$ cat config.mk
export PLATFORM = sky130hd
export DESIGN_NAME = x_load_tx
export DESIGN_NICKNAME = d
export VERILOG_FILES = /design/src/rtl/x_load_tx.sv
export SDC_FILE = /design/constraint.sdc
export NUM_CORES = 1
export LEC_CHECK = 0
export CORE_MARGIN = 10
export CORE_UTILIZATION = 50
export CTS_BUF_LIST = sky130_fd_sc_hd__clkbuf_4 sky130_fd_sc_hd__clkbuf_8 sky130_fd_sc_hd__clkbuf_16
export DETAILED_ROUTE_END_ITERATION = 10
export PLACE_DENSITY = 0.8
export SETUP_SLACK_MARGIN = 0.05
export SLEW_MARGIN = 20
export SYNTH_ARGS = -nofsm -noshare
export SYNTH_HDL_FRONTEND = slang
export SYNTH_SLANG_ARGS = --single-unit
$ cat constraint.sdc
create_clock -name clk -period 2.5 [get_ports clk]
set_input_delay 0.75 -clock clk [delete_from_list [all_inputs] [get_ports clk]]
set_output_delay 0.75 -clock clk [all_outputs]
set_load 0.01 [all_outputs]
$ cat src/rtl/x_load_tx.sv
// Host-side transmitter: buffers one X matrix written by the host and streams it
// into the accelerator's serial load port on go, then waits for finish or a timeout.
module x_load_tx #(
    parameter int DATA_W    = 8,
    parameter int N_ELEM    = 32,
    parameter int START_GAP = 1,
    parameter int TIMEOUT   = 1024
) (
    input  logic              clk,
    input  logic              rst,
    input  logic              wr_en,
    input  logic [DATA_W-1:0] wr_data,
    input  logic              go,
    output logic              buf_full,
    output logic              busy,
    output logic              done,
    output logic              err,
    output logic              start_in,
    output logic [DATA_W-1:0] X_load,
    output logic              valid_input,
    input  logic              finish
);
    localparam int PTR_W = (N_ELEM > 1) ? $clog2(N_ELEM) : 1;
    localparam int CNT_W = $clog2(N_ELEM + 1);
    localparam int TMO_W = $clog2(TIMEOUT + 1);
    localparam logic [CNT_W-1:0] CNT_FULL = CNT_W'(N_ELEM);
    localparam logic [PTR_W-1:0] IDX_LAST = PTR_W'(N_ELEM - 1);
    localparam logic [3:0]       GAP_LAST = (START_GAP > 0) ? 4'(START_GAP - 1) : 4'd0;
    localparam logic [TMO_W-1:0] TMO_LAST = TMO_W'(TIMEOUT - 1);

    typedef enum logic [2:0] {
        S_IDLE  = 3'd0,
        S_START = 3'd1,
        S_GAP   = 3'd2,
        S_SEND  = 3'd3,
        S_WAIT  = 3'd4
    } state_t;

    state_t            state_r, state_s;
    logic [DATA_W-1:0] mem [N_ELEM];
    logic [PTR_W-1:0]  wr_ptr_r, wr_ptr_s, idx_r, idx_s;
    logic [CNT_W-1:0]  cnt_r, cnt_s;
    logic [3:0]        gap_r, gap_s;
    logic [TMO_W-1:0]  tmo_r, tmo_s;
    logic              err_r, err_s, done_s, we_s;
    logic              full_r, busy_r, done_r, start_r, valid_r;
    logic [DATA_W-1:0] xload_r, xload_s;

    // Next-state, buffer bookkeeping and error detection.
    always_comb begin
        state_s  = state_r;
        wr_ptr_s = wr_ptr_r;
        cnt_s    = cnt_r;
        idx_s    = idx_r;
        gap_s    = gap_r;
        tmo_s    = tmo_r;
        err_s    = err_r;
        done_s   = 1'b0;
        we_s     = 1'b0;
        xload_s  = '0;

        if (wr_en && (state_r == S_IDLE) && (cnt_r != CNT_FULL)) begin
            we_s     = 1'b1;
            wr_ptr_s = wr_ptr_r + PTR_W'(1);
            cnt_s    = cnt_r + CNT_W'(1);
        end else if (wr_en) begin
            err_s = 1'b1;
        end else begin
            we_s = 1'b0;
        end

        case (state_r)
            // go is judged on the pre-write count even if a write lands this cycle
            S_IDLE: begin
                if (go && (cnt_r == CNT_FULL)) begin
                    state_s = S_START;
                end else if (go) begin
                    err_s = 1'b1;
                end else begin
                    state_s = S_IDLE;
                end
            end
            S_START: begin
                idx_s = '0;
                gap_s = 4'd0;
                if (START_GAP > 0) begin
                    state_s = S_GAP;
                end else begin
                    state_s = S_SEND;
                end
            end
            S_GAP: begin
                if (gap_r == GAP_LAST) begin
                    state_s = S_SEND;
                end else begin
                    gap_s = gap_r + 4'd1;
                end
            end
            S_SEND: begin
                if (idx_r == IDX_LAST) begin
                    state_s = S_WAIT;
                    tmo_s   = '0;
                end else begin
                    idx_s = idx_r + PTR_W'(1);
                end
            end
            S_WAIT: begin
                if (finish) begin
                    state_s  = S_IDLE;
                    done_s   = 1'b1;
                    wr_ptr_s = '0;
                    cnt_s    = '0;
                end else if (tmo_r == TMO_LAST) begin
                    state_s  = S_IDLE;
                    err_s    = 1'b1;
                    wr_ptr_s = '0;
                    cnt_s    = '0;
                end else begin
                    tmo_s = tmo_r + TMO_W'(1);
                end
            end
            default: begin
                state_s = S_IDLE;
            end
        endcase

        // X_load is presented from a register, so fetch the element for the next cycle
        if (state_s == S_SEND) begin
            xload_s = mem[idx_s];
        end else begin
            xload_s = '0;
        end
    end

    // State, counters and registered outputs.
    always_ff @(posedge clk) begin
        if (rst) begin
            state_r  <= S_IDLE;
            wr_ptr_r <= '0;
            cnt_r    <= '0;
            idx_r    <= '0;
            gap_r    <= 4'd0;
            tmo_r    <= '0;
            err_r    <= 1'b0;
            full_r   <= 1'b0;
            busy_r   <= 1'b0;
            done_r   <= 1'b0;
            start_r  <= 1'b0;
            valid_r  <= 1'b0;
            xload_r  <= '0;
        end else begin
            state_r  <= state_s;
            wr_ptr_r <= wr_ptr_s;
            cnt_r    <= cnt_s;
            idx_r    <= idx_s;
            gap_r    <= gap_s;
            tmo_r    <= tmo_s;
            err_r    <= err_s;
            full_r   <= (cnt_s == CNT_FULL);
            busy_r   <= (state_s != S_IDLE);
            done_r   <= done_s;
            start_r  <= (state_s == S_START);
            valid_r  <= (state_s == S_SEND);
            xload_r  <= xload_s;
        end
    end

    // Element storage; contents are deliberately not reset.
    always_ff @(posedge clk) begin
        if (we_s) begin
            mem[wr_ptr_r] <= wr_data;
        end
    end

    assign buf_full    = full_r;
    assign busy        = busy_r;
    assign done        = done_r;
    assign err         = err_r;
    assign start_in    = start_r;
    assign valid_input = valid_r;
    assign X_load      = xload_r;
endmodule

==> metrics.cfg, run 1 <==
[cts]
cts-root-buf = clkbuf_16
cts-hold-fix-buffers = 0
path_clk_slew_ns = 0.07
clock_path_buffers = 3
numCtsBuffers = 30
htreeDepth = 1
clkLatencyLatePin_ns = 0.55
clock-sinks = 304
cts_tree = done

[critical_path]
crit_arrival_ns = 3.18
endpoint_kind = flop
worst_setup_path_start_kind = flop
r2r-start = idx_r[0]
worst_ep_required_time_ns = 2.98
rrSetupSlack_ns = -0.20
crit_start = idx_r[0]
critical_path_class = flop to flop
cp_max_fo = 10

[sta]
period_minus_slack_ns = 2.70
finalCritPeriodShare_pct = 108
worst_pin_slew_ns = 0.686
maxSlewViolCount = 0
clock_skew_ns = 0.0163
setup_slack_ns = -0.199
setup_viol = 5
report.final.hold_viol_count = 0
timing.fmax_mhz = 371
rsz0062_at_grt = yes
maxSlewHeadroom_pct = 54.3
fin_setup_tns_ns = -0.364

[cells_and_area]
nFillCells = 1491
finalNetCount = 997
stdcell_area_sq_mm = 0.0160
drive_gt1_share_pct = 32.2
n_antenna_cell = 0
finish.utilization_pct = 66.4
area_growth_pct = 31.5

[floorplan]
row_count = 57
initial_core_util_pct = 50.5
die_area_sq_mm = 0.0310
die_w_um = 176
coreArea_sq_mm = 0.0241
die_h_um = 176
ios = 27

[synth]
ys.flop_type = edfxtp_1
yosysSeqAreaShare_pct = 71.0
synth_edf_count = 256
synth_nets = 884
synthCells = 861
synth_seq_cells = 304
syn-cell-area_sq_mm = 0.0122
async_flop_share_pct = 0
avgSynthCellArea_sq_um = 14.1
yosys_warnings = 0
yosysUniqueCellTypes = 51

[power_and_ir_drop]
peakVddDrop_mv = 0.467
p_leak_nw = 5.40
power_density_mw_per_mm2 = 650

[grt]
grt_first_pass_wirelength_mm = 47.2
grt_antenna_before_repair = 0
grt_usage_pct = 19.4
gr-total-overflow = 0
grt_pass1_vias = 8051
grt_max_degree = 33

[route]
drtIter0Drc = 934
drc_errors = 0
postRouteWirelength_mm = 33.9
routedWlPerCell_um = 25.7
vias = 8309
viasPerCell = 6.29
antenna_left = 0
first_pass_iters = 5

[placed_design]
io_buffers = 26
hpwlAfterDp_mm = 17.9
gp_congestion = 0.872
placed_area_sq_mm = 0.0138

[outcome]
status = finished with violations
violations = negative setup slack

[hold_path]
hold_class = flop to flop
holdCritStartpoint = err

[run]
drv_cap = 0

## worst paths after layout
check,depth (start not counted),to
max,12,X_load[4]
min,2,err
max reg2reg,12,X_load[4]
min reg2reg,2,err
## flip-flops by register name, summed over array words and instances, names as in the netlist
register     cells
busy             1
state_r          3
err              1
idx_r            5
gap_r            4
X_load           8
wr_ptr_r         5
mem            256
buf_full         1
valid_input      1
cnt_r            6
start_in         1
tmo_r           11
done             1
## where the power goes
group	switching [mW]	internal (mW)	total (mW)
Combinational	0.211	0.113	0.324
Clock	1.92	2.62	4.54
Sequential	0.0220	5.52	5.55
Total	2.15	8.25	10.4
## cell usage in the layout, fill, tap and decap left out, types with 24 or more instances in the layout
| master | n |
|---|---|
| edfxtp_1 | 256 |
| nor2_1 | 45 |
| dfxtp_1 | 46 |
| clkdlybuf4s50_1 | 26 |
| nor2_4 | 24 |
| clkbuf_16 | 32 |
| a21oi_1 | 57 |
| buf_4 | 73 |
| a221oi_2 | 40 |
| mux2i_1 | 37 |
| nand2_1 | 81 |
## final cells by class
| type | instances | area, sq um | area share (%) |
|---|---|---|---|
| well taps | 324 | 405 | 2.53 |
| clock inverters | 18 | 149 | 0.930 |
| multi-input cells | 495 | 4430 | 27.7 |
| repair buffers | 136 | 1490 | 9.31 |
| clock buffers | 37 | 851 | 5.31 |
| inverters | 7 | 26.3 | 0.164 |
| flip-flops and latches | 304 | 8650 | 54.1 |
## cells in the mapped netlist (all sizes together) (2+ instances only)
library cell | instances | area [sq um]
nor4b | 3 | 26.3
nor2 | 69 | 259
dfxtp | 48 | 961
a31oi | 2 | 12.5
and2 | 3 | 18.8
mux2i | 65 | 651
and3 | 2 | 12.5
nand3 | 6 | 30.0
nand4 | 10 | 68.8
edfxtp | 256 | 7690
nor3 | 11 | 55.1
mux2 | 3 | 37.5
xnor2 | 10 | 87.6
a221oi | 64 | 561
nor3b | 6 | 45.0
or3b | 2 | 17.5
or3 | 4 | 25.0
a211oi | 2 | 15.0
o21ai | 11 | 55.1
a2111oi | 2 | 23.8
a21oi | 75 | 375
o41ai | 8 | 108
ha | 10 | 125
nand2 | 86 | 323
buf | 24 | 151
nor2b | 4 | 25.0
and4 | 2 | 17.5
nor4 | 9 | 56.3
inv | 7 | 26.3
xor2 | 8 | 70.1
clkbuf | 32 | 123
nand2b | 5 | 31.3
or2 | 2 | 12.5
nand3b | 3 | 22.5
## metrics by stage
step / setup WS, ns / hold slack, ns / std cells / total power [mW]
after floorplan: -0.00293 / 0.471 / 861 / 5.76
after global placement: -0.0426 / 0.461 / 1258 / 5.94
after detailed placement: -0.137 / 0.475 / 1258 / 5.95
after CTS: 0.0164 / 0.489 / 1323 / 10.3
after global routing: -0.263 / 0.515 / 1321 / 10.6
final: -0.199 / 0.481 / 1321 / 10.4
## per-layer routing
| layer | routed length, um | global-route usage (%) |
|---|---|---|
| met1 | 12100 | 23.9 |
| met5 | 0 | 0 |
| met3 | 3450 | 3.78 |
| met4 | 1550 | 8.16 |
| met2 | 16800 | 32.9 |
## cells by family after synthesis
group	share of synthesized area, %
multiplexers	5.65
AO/OA/AOI/OAI	9.70
adder cells (fa/ha/maj)	1.03
XOR/XNOR	1.29
buffers and inverters	2.47
AND/OR/NAND/NOR	8.82
flip-flops	71.0
## worst max-delay path, stage by stage, from the launching register on
cell and delay (ns):
dfxtp_4 0.36, buf_6 0.13, nand4bb_1 0.16, mux2_4 0.29
buf_12 0.13, buf_4 0.14, nand2_8 0.12, buf_12 0.17
buf_4 0.15, nand2_1 0.06, a221oi_1 0.60, o41ai_2 0.23
o21ai_2 0.10
## repair_timing
action                     4_1_cts  5_1_grt
cloned                           6        0
pin swaps                       21       34
setup endpoints to repair       50      267
gates resized for setup         83      103
buffers inserted                 7        7
No activity file was read; power rests on OpenSTA's default activity.
==> run 2, diff against run 1 <==
--- a/config.mk
+++ b/config.mk
@@ -10,8 +10,9 @@
 export CTS_BUF_LIST = sky130_fd_sc_hd__clkbuf_4 sky130_fd_sc_hd__clkbuf_8 sky130_fd_sc_hd__clkbuf_16
 export DETAILED_ROUTE_END_ITERATION = 10
 export PLACE_DENSITY = 0.8
-export SETUP_SLACK_MARGIN = 0.05
+export SETUP_SLACK_MARGIN = 0.5
 export SLEW_MARGIN = 20
 export SYNTH_ARGS = -nofsm -noshare
 export SYNTH_HDL_FRONTEND = slang
 export SYNTH_SLANG_ARGS = --single-unit
+export TNS_END_PERCENT = 100
==> metrics.cfg, run 2 (same netlist as run 1, synthesis figures left out) <==
[sta]
period_minus_slack_ns = 2.56
worst_pin_slew_ns = 0.544
maxSlewHeadroom_pct = 63.7
maxSlewViolCount = 0
setup_slack_ns = -0.0635
finalCritPeriodShare_pct = 103
whs_ns = 0.480
fin_setup_tns_ns = -0.0711
clock_skew_ns = 0.0306
timing.fmax_mhz = 390
setup_viol = 3
rsz0062_at_grt = yes
report.final.hold_viol_count = 0

[grt]
grt_pass1_vias = 7699
grt_usage_pct = 18.8
grt_antenna_before_repair = 0
grt_first_pass_wirelength_mm = 46.0
gr-total-overflow = 0
grt_max_degree = 82

[route]
antenna_left = 0
first_pass_iters = 6
drtIter0Drc = 914
routedWlPerCell_um = 25.0
vias = 8124
postRouteWirelength_mm = 32.4
drc_errors = 0
viasPerCell = 6.26

[cts]
cts-root-buf = clkbuf_16
numCtsBuffers = 29
cts_tree = done
htreeDepth = 1
clock_path_buffers = 3
path_clk_slew_ns = 0.07
clkLatencyLatePin_ns = 0.56
clock-sinks = 304
cts-hold-fix-buffers = 0

[hold_path]
hold_class = flop to flop
holdCritStartpoint = err

[cells_and_area]
drive_gt1_share_pct = 32.2
regMostFlops = mem
final_common_cell = edfxtp_1
area_growth_pct = 30.1
finalNetCount = 974
largest_register_ff_count = 256
most-common-layout-cells = 256 x edfxtp_1, 80 x nand2_1, 65 x a21oi_1, 50 x buf_4, 39 x dfxtp_1
n_antenna_cell = 0

[critical_path]
critical_path_class = flop to flop
crit_start = idx_r[3]
cp_max_fo = 9
endpoint_kind = flop
r2r-start = idx_r[3]
worst_ep_required_time_ns = 3.00
worst_setup_path_start_kind = flop
crit_arrival_ns = 3.06

[floorplan]
initial_core_util_pct = 50.5
row_count = 57
coreArea_sq_mm = 0.0241
die_h_um = 176
ios = 27
die_area_sq_mm = 0.0310
die_w_um = 176

[power_and_ir_drop]
totalPowerFinal_mw = 10.5
p_switching_mw = 2.14
p_leak_nw = 5.29
power_frac_comb_pct = 3.5
clkPwrFrac_pct = 43.8
p_int_mw = 8.37
peakVddDrop_mv = 0.575
p_sw_share_pct = 20.3
seqPwrFrac_pct = 52.7
power_density_mw_per_mm2 = 664

[placed_design]
hpwlAfterDp_mm = 16.8
io_buffers = 26
gp_congestion = 0.854

[outcome]
status = finished with violations
violations = negative setup slack

[run]
drv_cap = 0

==> run 2: final timing paths <==
| kind | cells past startpoint | slack [ns] | to |
|---|---|---|---|
| setup / recovery | 10 | -0.06 | X_load[3] |
| hold / removal | 2 | 0.48 | err |
| setup reg to reg | 10 | -0.06 | X_load[3] |
| hold reg to reg | 2 | 0.48 | err |
==> run 2: area by class of cell <==
class / instances / area, sq um
clock buffer: 42 / 867
clock inverter: 12 / 145
fill: 1516 / 8270
inverter: 7 / 26.3
multi-input combinational: 497 / 4360
sequential: 304 / 8670
tap: 324 / 405
timing repair buffer: 112 / 1360
==> run 2: worst max-delay path, stage by stage (launching register included) <==
cell	delay, ns
dfxtp_1	0.50
nand4_4	0.14
mux2_4	0.25
and2_4	0.28
buf_12	0.19
buf_4	0.15
a21oi_1	0.09
a221oi_1	0.51
nor4_2	0.10
buf_4	0.16
o21ai_1	0.10
==> run 2: per-layer routing <==
| layer | wire, um | GRT usage [%] | part of all wire (%) |
|---|---|---|---|
| met5 | 0 | 0 | 0 |
| met4 | 1180 | 5.40 | 3.6 |
| met3 | 3100 | 2.99 | 9.6 |
| met2 | 16100 | 31.2 | 50 |
| met1 | 12000 | 25.1 | 37 |
==> run 2: per-stage QoR <==
step                utilization (%)  cells  setup WS, ns  cell area, sq um
floorplan                         -    861         0.322             12600
global placement               55.7   1207       -0.0196             13400
detailed placement             55.7   1207       -0.0555             13400
CTS                            62.7   1286        0.0913             15100
global route                   65.7   1298       -0.0943             15800
finish                         65.7   1298       -0.0635             15800
==> run 2: what timing repair did <==
action	in CTS	in global routing
endpoints found under the hold margin	0	0
buffers inserted	17	9
gates resized for setup	78	105
pin swaps	26	29
cloned	8	3
setup endpoints to repair	289	285
==> run 2: power groups by stage <==
stage                     registers, mW  clock network [mW]  logic [mW]
after floorplan                    5.65                   0       0.135
after global placement             5.65                   0       0.280
after detailed placement           5.65                   0       0.289
after CTS                          5.54                4.56       0.335
after global routing               5.54                4.81       0.385
final                              5.54                4.60       0.367
==> run 3, diff against run 2 <==
--- a/config.mk
+++ b/config.mk
@@ -9,7 +9,7 @@
 export CORE_UTILIZATION = 50
 export CTS_BUF_LIST = sky130_fd_sc_hd__clkbuf_4 sky130_fd_sc_hd__clkbuf_8 sky130_fd_sc_hd__clkbuf_16
 export DETAILED_ROUTE_END_ITERATION = 10
-export PLACE_DENSITY = 0.8
+export PLACE_DENSITY = 0.75
 export SETUP_SLACK_MARGIN = 0.5
 export SLEW_MARGIN = 20
 export SYNTH_ARGS = -nofsm -noshare
==> metrics.cfg, run 3 (same netlist as run 1, synthesis figures left out) <==
[route]
vias = 7985
drtIter0Drc = 901
postRouteWirelength_mm = 31.7
routedWlPerCell_um = 24.0
first_pass_iters = 5
viasPerCell = 6.04
drc_errors = 0
antenna_left = 0

[cells_and_area]
stdcell_area_sq_mm = 0.0160
most-common-layout-cells = 256 x edfxtp_1, 80 x nand2_1, 67 x buf_4, 60 x a21oi_1
largest_register_ff_count = 256
finish.utilization_pct = 66.4
drive_gt1_share_pct = 34.6
n_antenna_cell = 0
final_common_cell = edfxtp_1
regMostFlops = mem
finalNetCount = 999
area_growth_pct = 31.5

[grt]
grt_antenna_before_repair = 0
grt_pass1_vias = 7678
grt_first_pass_wirelength_mm = 45.6
grt_max_degree = 45
gr-total-overflow = 0
grt_usage_pct = 18.8

[critical_path]
path_cells = ha_4 -> nand4_4 -> mux2_4 -> and2_4 -> buf_12 -> mux2i_1 -> a221oi_1 -> nor4_1 -> buf_4 -> o21ai_1
timing.critical_path.buf_inv = 2
worst_setup_path_start_kind = flop
reg2reg_depth = 10
crit_start = idx_r[0]
critical_path_class = flop to flop
crit_family = simple AND/OR/NAND/NOR gates
cp_max_fo = 12
worst_ep_required_time_ns = 2.91
r2r-start = idx_r[0]
cpPeakStageDelay_ns = 0.38
slowest_stage = dfxtp_4
crit_arrival_ns = 2.94
endpoint_kind = flop
rrSetupSlack_ns = -0.04
crit_end = X_load[1]
crit_cells = 10
reg2reg_to = X_load[1]

[placed_design]
pre_cts_ws_ns = -0.0840
placed_area_sq_mm = 0.0135
io_buffers = 26
gp_congestion = 0.901
hpwlAfterDp_mm = 17.0

[floorplan]
coreArea_sq_mm = 0.0241
die_area_sq_mm = 0.0310
die_w_um = 176
row_count = 57
die_h_um = 176
initial_core_util_pct = 50.5
ios = 27

[cts]
clock_path_buffers = 3
clkLatencyLatePin_ns = 0.54
numCtsBuffers = 29
cts_tree = done
htreeDepth = 1
clock-sinks = 304
cts-root-buf = clkbuf_16
path_clk_slew_ns = 0.06
cts-hold-fix-buffers = 0

[power_and_ir_drop]
power_density_mw_per_mm2 = 656
p_leak_nw = 5.47
totalPowerFinal_mw = 10.5
peakVddDrop_mv = 0.538

[sta]
fin_setup_tns_ns = -0.0552
worst_pin_slew_ns = 0.506
report.final.hold_viol_count = 0
setup_viol = 2
maxSlewViolCount = 0
clock_skew_ns = 0.0126
rsz0062_at_grt = yes
setup_slack_ns = -0.0356
timing.fmax_mhz = 394
maxSlewHeadroom_pct = 66.1
period_minus_slack_ns = 2.54
finalCritPeriodShare_pct = 101

[outcome]
violations = negative setup slack
status = finished with violations

[run]
drv_cap = 0

[hold_path]
hold_class = flop to flop

==> run 3: changes by cell type in the layout (fill, tap and decap cells not counted), sizes merged, moves of 3 or more <==
cell,delta
buf,+23
clkbuf,+4
clkdlybuf4s15,-4
dlygate4sd2,+4
clkinv,-3
==> run 3: worst min-delay path, stage by stage (launching register included) <==
cell     delay (ns)
dfxtp_1        0.32
nor3_1         0.05
nor2_1         0.07
==> run 3: worst min-delay path by stage <==
stage                     end  cells past startpoint  slack [ns]      start
global route              err                      2        0.52        err
detailed placement        err                      2        0.48        err
global placement          err                      2        0.46        err
finish                    err                      2        0.48        err
floorplan           tmo_r[10]                      1        0.47  tmo_r[10]
CTS                       err                      2        0.49        err
==> run 3: final cells by class <==
| cell class | instances | area (sq um) |
|---|---|---|
| Fill cell | 1555 | 8100 |
| Timing Repair Buffer | 137 | 1530 |
| Inverter | 7 | 26.3 |
| Clock inverter | 9 | 145 |
| Clock buffer | 44 | 876 |
| Multi-Input combinational cell | 497 | 4340 |
| Tap cell | 324 | 405 |
| Sequential cell | 304 | 8680 |
==> run 3: repair_timing <==
action / CTS / global route
endpoints found under the setup margin: 286 / 287
resized for setup: 65 / 129
buffers inserted: 31 / 13
gates cloned: 5 / 6
pin swaps: 22 / 32
==> run 3: report_power, final <==
part	internal [mW]	switching, mW	leakage (nW)	total, mW
Combinational	0.126	0.227	2.26	0.353
Clock	2.82	1.79	0.510	4.61
Sequential	5.52	0.0178	2.70	5.54
==> run 3: through the flow <==
step           std cells  hold slack, ns
6_report            1322           0.479
5_1_grt             1322           0.522
4_1_cts             1303           0.491
3_5_place_dp        1214           0.479
3_3_place_gp        1214           0.460
2_1_floorplan        861           0.471
==> run 3: routing by layer <==
metal | GRT usage (%) | wire (um) | vias up
li1 | - | - | 3556
met1 | 25.3 | 12700 | 3939
met2 | 31.1 | 15300 | 426
met3 | 2.80 | 2660 | 64
met4 | 5.40 | 1040 | 0
met5 | 0 | 0 | -
